### config.mk
export PLATFORM = sky130hd
export DESIGN_NAME = subservient_dbg_mux
export DESIGN_NICKNAME = d
export VERILOG_FILES = /design/src/rtl/subservient_dbg_pkg.sv /design/src/rtl/subservient_dbg_regs.sv /design/src/rtl/subservient_dbg_mux.sv
export SDC_FILE = /design/constraint.sdc
export NUM_CORES = 1
export LEC_CHECK = 0
export ABC_AREA = 1
export CORE_MARGIN = 2
export CORE_UTILIZATION = 45
export CTS_CLUSTER_SIZE = 16
export DETAILED_ROUTE_END_ITERATION = 10
export PLACE_DENSITY_LB_ADDON = 0.3
export SLEW_MARGIN = 20
export SYNTH_ARGS = -nofsm -noshare
export SYNTH_HDL_FRONTEND = slang
export SYNTH_SLANG_ARGS = --single-unit
### constraint.sdc
create_clock -name i_clk -period 8.6 [get_ports i_clk]
set_input_delay 1.29 -clock i_clk [delete_from_list [all_inputs] [get_ports i_clk]]
set_output_delay 1.29 -clock i_clk [all_outputs]
set_load 0.05 [all_outputs]
### src/rtl/subservient_dbg_pkg.sv
// Shared types and constants for the subservient debug Wishbone arbiter.
package subservient_dbg_pkg;

    typedef enum logic [1:0] {
        ST_IDLE = 2'd0,
        ST_FWD  = 2'd1,
        ST_RESP = 2'd2
    } state_t;

    // Host address bits that pick the target (core index or register bank)
    localparam int          SEL_HI   = 21;
    localparam int          SEL_LO   = 20;
    localparam logic [1:0]  SEL_REGS = 2'd3;

    localparam logic [1:0]  REG_CTRL   = 2'd0;
    localparam logic [1:0]  REG_STATUS = 2'd1;

    localparam logic [31:0] TIMEOUT_DATA = 32'hDEAD_BEEF;

endpackage

### src/rtl/subservient_dbg_regs.sv
// Control/status bank: per-core reset holds and debug_mode (CTRL),
// sticky per-core timeout flags with write-1-to-clear (STATUS).
module subservient_dbg_regs
    import subservient_dbg_pkg::*;
#(
    parameter int N_CORES = 3
) (
    input  logic               i_clk,
    input  logic               i_rst,
    input  logic               wr_en,
    input  logic [1:0]         reg_adr,
    input  logic [31:0]        wdat,
    input  logic [3:0]         wsel,
    input  logic [N_CORES-1:0] set_timeout,
    output logic [31:0]        rdat,
    output logic [N_CORES-1:0] core_rst,
    output logic [N_CORES-1:0] debug_mode
);

    logic [N_CORES-1:0] ctrl_rst;
    logic [N_CORES-1:0] ctrl_dbg;
    logic [N_CORES-1:0] status;
    logic [N_CORES-1:0] status_clr;
    logic               unused_wr_bits;

    assign unused_wr_bits = ^{wdat, wsel};

    assign status_clr = (wr_en && reg_adr == REG_STATUS && wsel[0]) ? wdat[N_CORES-1:0] : '0;

    always_ff @(posedge i_clk or posedge i_rst) begin
        if (i_rst) begin
            ctrl_rst <= '1;
            ctrl_dbg <= '1;
            status   <= '0;
        end else begin
            if (wr_en && reg_adr == REG_CTRL) begin
                if (wsel[0]) ctrl_rst <= wdat[N_CORES-1:0];
                if (wsel[1]) ctrl_dbg <= wdat[8 +: N_CORES];
            end
            // A new timeout is never lost to a concurrent clear
            status <= (status & ~status_clr) | set_timeout;
        end
    end

    always_comb begin
        rdat = '0;
        case (reg_adr)
            REG_CTRL: begin
                rdat[N_CORES-1:0]  = ctrl_rst;
                rdat[8 +: N_CORES] = ctrl_dbg;
            end
            REG_STATUS: rdat[N_CORES-1:0] = status;
            default: rdat = '0;
        endcase
    end

    assign core_rst   = ctrl_rst;
    assign debug_mode = ctrl_dbg;

endmodule

### src/rtl/subservient_dbg_mux.sv
// Wishbone debug arbiter: routes one host transaction at a time to a
// subservient core or the local register bank, with per-transaction timeout.
module subservient_dbg_mux
    import subservient_dbg_pkg::*;
#(
    parameter int N_CORES = 3,
    parameter int TIMEOUT = 255
) (
    input  logic                   i_clk,
    input  logic                   i_rst,
    input  logic                   wbs_stb_i,
    input  logic                   wbs_cyc_i,
    input  logic                   wbs_we_i,
    input  logic [3:0]             wbs_sel_i,
    input  logic [31:0]            wbs_adr_i,
    input  logic [31:0]            wbs_dat_i,
    output logic                   wbs_ack_o,
    output logic [31:0]            wbs_dat_o,
    output logic [31:0]            o_dbg_adr,
    output logic [31:0]            o_dbg_dat,
    output logic [3:0]             o_dbg_sel,
    output logic                   o_dbg_we,
    output logic [N_CORES-1:0]     o_dbg_stb,
    input  logic [32*N_CORES-1:0]  i_dbg_rdt,
    input  logic [N_CORES-1:0]     i_dbg_ack,
    output logic [N_CORES-1:0]     o_core_rst,
    output logic [N_CORES-1:0]     o_debug_mode
);

    localparam logic [7:0] TIMEOUT_CNT = 8'(TIMEOUT);

    state_t              state, state_nxt;
    logic                req;
    logic [1:0]          sel;
    logic                is_core;
    logic                is_regs;
    logic [1:0]          cur;
    logic [7:0]          cnt;
    logic [31:0]         resp_dat;
    logic [N_CORES-1:0]  core_onehot;
    logic [N_CORES-1:0]  cur_onehot;
    logic                ack_hit;
    logic [31:0]         rdt_hit;
    logic                fwd_timeout;
    logic                reg_wr;
    logic [31:0]         reg_rdat;
    logic [N_CORES-1:0]  set_timeout;
    logic                unused_adr_bits;

    assign unused_adr_bits = ^wbs_adr_i[31:22];

    assign req     = wbs_cyc_i & wbs_stb_i;
    assign sel     = wbs_adr_i[SEL_HI:SEL_LO];
    assign is_regs = (sel == SEL_REGS);
    assign is_core = ({30'd0, sel} < 32'(N_CORES));

    always_comb begin
        core_onehot = '0;
        cur_onehot  = '0;
        ack_hit     = 1'b0;
        rdt_hit     = '0;
        for (int k = 0; k < N_CORES; k++) begin
            if (sel == 2'(k)) core_onehot[k] = 1'b1;
            if (cur == 2'(k)) begin
                cur_onehot[k] = 1'b1;
                ack_hit       = i_dbg_ack[k];
                rdt_hit       = i_dbg_rdt[32*k +: 32];
            end
        end
    end

    // Ack wins over a timeout expiring in the same cycle
    assign fwd_timeout = (state == ST_FWD) && !ack_hit && (cnt == 8'd0);
    assign set_timeout = fwd_timeout ? cur_onehot : '0;
    assign reg_wr      = (state == ST_IDLE) && req && is_regs && wbs_we_i;

    always_ff @(posedge i_clk or posedge i_rst) begin
        if (i_rst) state <= ST_IDLE;
        else       state <= state_nxt;
    end

    always_comb begin
        state_nxt = state;
        case (state)
            ST_IDLE: begin
                if (req) state_nxt = is_core ? ST_FWD : ST_RESP;
            end
            ST_FWD: begin
                if (ack_hit || cnt == 8'd0) state_nxt = ST_RESP;
            end
            ST_RESP: state_nxt = ST_IDLE;
            default: state_nxt = ST_IDLE;
        endcase
    end

    always_ff @(posedge i_clk or posedge i_rst) begin
        if (i_rst) begin
            o_dbg_adr <= '0;
            o_dbg_dat <= '0;
            o_dbg_sel <= '0;
            o_dbg_we  <= 1'b0;
            o_dbg_stb <= '0;
            cur       <= '0;
            cnt       <= '0;
            resp_dat  <= '0;
        end else begin
            case (state)
                ST_IDLE: begin
                    if (req) begin
                        if (is_core) begin
                            o_dbg_adr <= {12'h000, wbs_adr_i[19:0]};
                            o_dbg_dat <= wbs_dat_i;
                            o_dbg_sel <= wbs_sel_i;
                            o_dbg_we  <= wbs_we_i;
                            o_dbg_stb <= core_onehot;
                            cur       <= sel;
                            cnt       <= TIMEOUT_CNT;
                        end else begin
                            // Null-target accesses and all writes answer 0
                            resp_dat <= (is_regs && !wbs_we_i) ? reg_rdat : '0;
                        end
                    end
                end
                ST_FWD: begin
                    if (ack_hit) begin
                        resp_dat  <= rdt_hit;
                        o_dbg_stb <= '0;
                    end else if (cnt == 8'd0) begin
                        resp_dat  <= TIMEOUT_DATA;
                        o_dbg_stb <= '0;
                    end else begin
                        cnt <= cnt - 8'd1;
                    end
                end
                default: ;
            endcase
        end
    end

    assign wbs_ack_o = (state == ST_RESP);
    assign wbs_dat_o = wbs_ack_o ? resp_dat : '0;

    subservient_dbg_regs #(
        .N_CORES (N_CORES)
    ) u_regs (
        .i_clk       (i_clk),
        .i_rst       (i_rst),
        .wr_en       (reg_wr),
        .reg_adr     (wbs_adr_i[3:2]),
        .wdat        (wbs_dat_i),
        .wsel        (wbs_sel_i),
        .set_timeout (set_timeout),
        .rdat        (reg_rdat),
        .core_rst    (o_core_rst),
        .debug_mode  (o_debug_mode)
    );

endmodule

==> impl_metrics.ini, run 1 <==
[status]
run_status = completed

[clocking]
tritoncts.num_buffers = 17
clock_latency_ns = 0.41
cts_tree = built
clk_root_buffer_cell = clkbuf_16
cts.repair_timing.setup_buffer_count = 0
cts_buffer_depth = 2
htree_levels = 4
cts.clk_slew.worst_paths_ns = 0.05
post_cts_resize_count = 0
cts_hold_repair.buffers = 0
clkSinkCount = 113

[worst_setup_path]
r2r-start = cur[1]$_DFFE_PP0P_
nature_of_the_critical_path_startpoint = register
timing.reg2reg.setup_slack_ns = 4.79
critical_path.endpoint_type = output port
critPathArrivalTime_ns = 2.57
cp_data_required_time_ns = 7.31
r2r.worst_path.cells = 8
worst_path_class_setup = register to output port
critical_path.max_fanout = 32
r2r_end = resp_dat[28]$_DFFE_PP0P_

[drt]
drc_errors = 0
num_vias = 6291
drtAntennaViolNets = 0
route.detailed.vias_per_inst = 4.94
postRouteWirelength_mm = 18.6
firstDrtPassIters = 6
drtIter0Drc = 485
routedWlPerCell_um = 14.6

[timing]
setup_repair_after_global_routing_missed_its_margin = no
tns_ns = 0
finalSetupViolations = 0
worst_slew_pin_slew_ns = 1.12
layout_worst_path_cycle_share = 0.449
max_freq_mhz = 259
final-hold-violation-count = 0
final_max_slew_viol_count = 0
max_slew_margin = 0.254
finalWorstSetupSlack_ns = 4.74
setup_skew_ns = 0.0143
holdWs_ns = 0.467
final.min_clock_period_ns = 3.86

[grt]
grt_first_pass_wirelength_mm = 30.4
first_global_vias = 6258
track_usage = 0.270
grt_max_degree = 71
grt_antenna_before_repair = 0
grt_overflow = 0

[power_and_ir_drop]
total_power_mw = 3.56
p_per_area_nw_per_um2 = 388
p_leak_nw = 4.50
power.ir.vdd_worst_mv = 0.315

[placement]
post-dp-hpwl_mm = 12.9
placed_area_sq_um = 8540
weighted_congestion_reported_at_the_end_of_routability_driven_placement = 0.794
pre_cts_ws_ns = 4.87
numPlacedInstances = 1242
portBuffers = 260

[floorplan]
area_of_the_die_sq_um = 14100
num_io_pins = 283
die_h_um = 119
rows = 41
initial_core_util = 0.466
die_w_um = 119
design.core.area_sq_um = 12700

[synth]
synth_largest_area_cell = dfrtp_1
synthDominantCellAreaShare = 0.452
synth-warning-count = 0
netlist_area_before_placement_sq_um = 5930
sequential_cell_area_fraction_in_the_yosys_report = 0.478
yosys-top-cells-area = dfrtp_1, nand2_1, nand3_1, nor2_1, inv_1
synth_cell_types = 25
synthesis.area_per_instance_sq_um = 6.98
syn_inst = 849
ys_seq_elements = 113

[finish]
layout.cells.most_common = nand2_1
design_area_sq_um = 9170
insertedDiodeCount = 0
most-common-layout-cells = nand2_1, clkdlybuf4s50_1, dfrtp_1
flow.area_growth_from_synthesis_pct = 54.8
layout.area.seq_sq_um = 2840
multi_input_comb_area_sq_um = 2560
post_layout_nonfiller_instances = 1274
fraction_of_final_layout_cells_with_drive_strength_greater_than_1 = 0.0508
finalCoreUtilization = 0.721
filler_cells_inserted = 1025
num-nets-final = 1262

[min_path]
hold_path_class = register to register
min_from = o_dbg_dat[13]$_DFFE_PP0P_
hold_end = o_dbg_dat[13]$_DFFE_PP0P_
number_of_cells_on_the_worst_hold_path = 2

[job]
drv.max_cap_violation_count = 0
## cell families (layout without fill, tap and decap cells)
logic type,after synthesis,in the layout,synth area share
buffers and inverters,131,373,0.0973
DFF,113,113,0.478
and+or+nand+nor,562,562,0.385
AOI/OAI and AO/OA,39,39,0.0336
xor gates and xnor gates,2,2,0.00296
adders and majority gates,1,1,0.00211
other,1,12,0.000633
## worst max path at each step
| stage | endpoint | from | cells past startpoint |
|---|---|---|---|
| 2_1_floorplan | cnt[0]$_DFFE_PP0P_ | i_rst | 1 |
| 3_3_place_gp | resp_dat[13]$_DFFE_PP0P_ | i_dbg_ack[2] | 8 |
| 3_5_place_dp | resp_dat[28]$_DFFE_PP0P_ | i_dbg_ack[2] | 8 |
| 4_1_cts | wbs_dat_o[2] | state[1]$_DFFE_PP0P_ | 5 |
| 5_1_grt | resp_dat[26]$_DFFE_PP0P_ | cur[1]$_DFFE_PP0P_ | 8 |
| 6_report | wbs_dat_o[2] | state[1]$_DFFE_PP0P_ | 5 |
## routing by layer
metal	wire length [um]	track usage
met1	7150	0.302
met2	9040	0.462
met3	2080	0.112
met4	358	0.0967
met5	0	0
## report_power, final
group | switching [mW] | internal [mW]
Sequential | 0.165 | 0.760
Combinational | 1.30 | 0.586
Clock | 0.242 | 0.506
Total | 1.71 | 1.85
## registers in the layout, indices dropped and copies added (netlist names)
signal and flops:
u_regs.status 3, o_dbg_adr 20, cnt 8, o_dbg_we 1
resp_dat 32, u_regs.debug_mode 3, o_dbg_sel 4, u_regs.core_rst 3
cur 2, o_dbg_dat 32, o_dbg_stb 3, state 2
## cell usage after synthesis
cell type and count:
buf_1 1, buf_4 16, nor3_1 1, clkbuf_1 17, ha_1 1, nand2_2 2, dfstp_2 6, o21ai_1 12
nand2_1 370, conb_1 1, dfrtp_1 107, inv_1 73, a21oi_1 12, nor2_2 3, a21oi_2 1, nor3b_1 1
xor2_1 2, o21ai_0 14, nor2_1 77, nand3_1 99, inv_2 4, nand4_1 7, buf_2 20, nor3_2 1
nand3_2 1
## critical path: stages (launching register included)
cell and delay [ns]:
dfrtp_1 0.39, inv_2 0.07, nor2_1 0.05, inv_1 0.75, nor2_1 0.12, clkdlybuf4s50_1 0.77
## area by class of cell
type | count | area share
well taps | 172 | 0.0235
clock inverters | 10 | 0.0171
flip-flops and latches | 113 | 0.309
clock buffers | 22 | 0.0517
multi-input cells | 616 | 0.280
repair buffers | 264 | 0.287
inverters | 77 | 0.0318
Note: power is estimated with default switching activity, not from simulation.
==> run 2: changes to the inputs <==
--- a/config.mk
+++ b/config.mk
@@ -7,7 +7,7 @@
 export LEC_CHECK = 0
 export ABC_AREA = 1
 export CORE_MARGIN = 2
-export CORE_UTILIZATION = 45
+export CORE_UTILIZATION = 37
 export CTS_CLUSTER_SIZE = 16
 export DETAILED_ROUTE_END_ITERATION = 10
 export PLACE_DENSITY_LB_ADDON = 0.3
==> constraint.sdc (replaced) <==
create_clock -name i_clk -period 3.1 [get_ports i_clk]
set_input_delay 0.465 -clock i_clk [delete_from_list [all_inputs] [get_ports i_clk]]
set_output_delay 0.465 -clock i_clk [all_outputs]
set_load 0.05 [all_outputs]
==> run 2 against run 1 <==
Compared with the run above: register-to-register slack worse by 4.2 ns; global-route usage shrank 5.2 points; count of clock-buffer cells in the layout unchanged; hold slack worse by 0.011 ns; non-clock buffer count grew 14; largest cell class unchanged; highest routed layer unchanged.
==> impl_metrics.ini, run 2 (synthesis results as in run 1) <==
[clocking]
cts_hold_repair.buffers = 0
tritoncts.num_buffers = 17
cts_buffer_depth = 2
htree_levels = 4
clk_root_buffer_cell = clkbuf_16
clkSinkCount = 113
clock_latency_ns = 0.42
cts_tree = built
cts.clk_slew.worst_paths_ns = 0.06

[grt]
grt_antenna_before_repair = 0
first_global_vias = 5671
grt_max_degree = 66
grt_overflow = 0
grt_first_pass_wirelength_mm = 28.7
track_usage = 0.218

[drt]
drc_errors = 0
postRouteWirelength_mm = 18.7
firstDrtPassIters = 4
routedWlPerCell_um = 14.0
drtAntennaViolNets = 0
route.detailed.vias_per_inst = 4.59
num_vias = 6116
drtIter0Drc = 292

[timing]
setup_skew_ns = 0.00959
worst_slew_pin_slew_ns = 0.760
layout_worst_path_cycle_share = 0.965
max_freq_mhz = 334
finalWorstSetupSlack_ns = 0.109
finalSetupViolations = 0
tns_ns = 0
final-hold-violation-count = 0
final.min_clock_period_ns = 2.99
max_slew_margin = 0.493
final_max_slew_viol_count = 0

[finish]
design_area_sq_um = 9430
finalCoreUtilization = 0.598
fraction_of_final_layout_cells_with_drive_strength_greater_than_1 = 0.0636
num-nets-final = 1277
flow.area_growth_from_synthesis_pct = 59.2
filler_cells_inserted = 1459
post_layout_nonfiller_instances = 1333
largestRegisters = o_dbg_dat x32, resp_dat x32, o_dbg_adr x20
insertedDiodeCount = 0
most-common-layout-cells = nand2_1, clkdlybuf4s50_1, dfrtp_1
layout.cells.most_common = nand2_1

[worst_setup_path]
worst_path_class_setup = register to output port
cp_data_required_time_ns = 2.63
critPathArrivalTime_ns = 2.53
critical_path.endpoint_type = output port
nature_of_the_critical_path_startpoint = register
critical_path.max_fanout = 6

[placement]
post-dp-hpwl_mm = 13.1
weighted_congestion_reported_at_the_end_of_routability_driven_placement = 0.800
numPlacedInstances = 1297
placed_area_sq_um = 8720
pre_cts_ws_ns = 0.503
portBuffers = 260

[floorplan]
design.core.area_sq_um = 15800
initial_core_util = 0.376
num_io_pins = 283
area_of_the_die_sq_um = 17000
die_h_um = 131
rows = 46
die_w_um = 131

[power_and_ir_drop]
power.ir.vdd_worst_mv = 0.609
p_leak_nw = 4.85
p_per_area_nw_per_um2 = 1060

[min_path]
hold_path_class = input port to async pin

[status]
run_status = completed

[job]
drv.max_cap_violation_count = 0
==> run 2: changes by cell type in the layout (fill, tap and decap cells not counted), sizes merged <==
cell / delta
clkinvlp: +2
dlymetal6s2s: +15
clkdlybuf4s50: -15
bufinv: +1
inv: -2
buf: +14
==> run 2: final cells by class <==
type / count / area [sq um] / area share
clock buffers: 22 / 464 / 0.0492
clock inverters: 10 / 183 / 0.0194
inverters: 77 / 297 / 0.0314
multi-input cells: 616 / 2560 / 0.272
flip-flops and latches: 113 / 2840 / 0.301
well taps: 216 / 270 / 0.0286
repair buffers: 278 / 2810 / 0.298
repair inverters: 1 / 7.51 / 0.000796
==> run 2: per-stage QoR <==
| step | total power [mW] | hold WS, ns |
|---|---|---|
| CTS | 10.1 | 0.460 |
| detailed placement | 7.88 | 0.457 |
| floorplan | 6.11 | 0.442 |
| global route | 10.7 | 0.487 |
| finish | 10.0 | 0.456 |
| global placement | 7.82 | 0.453 |
==> run 2: power by group <==
group	leakage (nW)	internal (mW)	switching, mW
combinational	3.12	1.72	3.68
sequential	1.42	2.11	0.377
clock	0.318	1.47	0.679
total	4.85	5.30	4.74
==> run 2: worst max-delay path: stages, from the launching register on <==
cell,delay [ns]
dfrtp_1,0.37
inv_2,0.06
nor2_1,0.38
clkinvlp_4,0.20
buf_4,0.19
nor2_1,0.10
clkdlybuf4s50_1,0.81
==> run 2: path summary, 6_finish.rpt <==
kind                                        endpoint  slack [ns]                startpoint  depth (start not counted)
max                                    wbs_dat_o[12]        0.11      state[1]$_DFFE_PP0P_                          6
min                        o_dbg_dat[14]$_DFFE_PP0P_        0.46                     i_rst                          2
max reg2reg                  resp_dat[0]$_DFFE_PP0P_        0.63        cur[1]$_DFFE_PP0P_                          9
min reg2reg                 resp_dat[30]$_DFFE_PP0P_        0.47  resp_dat[30]$_DFFE_PP0P_                          2
max in group asynchronous   resp_dat[12]$_DFFE_PP0P_        1.95                     i_rst                          3
min in group i_clk          resp_dat[30]$_DFFE_PP0P_        0.47  resp_dat[30]$_DFFE_PP0P_                          2
==> run 2: what timing repair did <==
action	CTS	global route
setup endpoints to repair	0	32
gates resized for setup	0	17
buffers inserted	0	3
==> run 2: metal layers <==
layer | global-route usage | share of wire | up-vias
li1 | - | - | 3107
met1 | 0.279 | 0.43 | 2760
met2 | 0.348 | 0.46 | 234
met3 | 0.0843 | 0.098 | 15
met4 | 0.0607 | 0.013 | 0
met5 | 0 | 0 | -
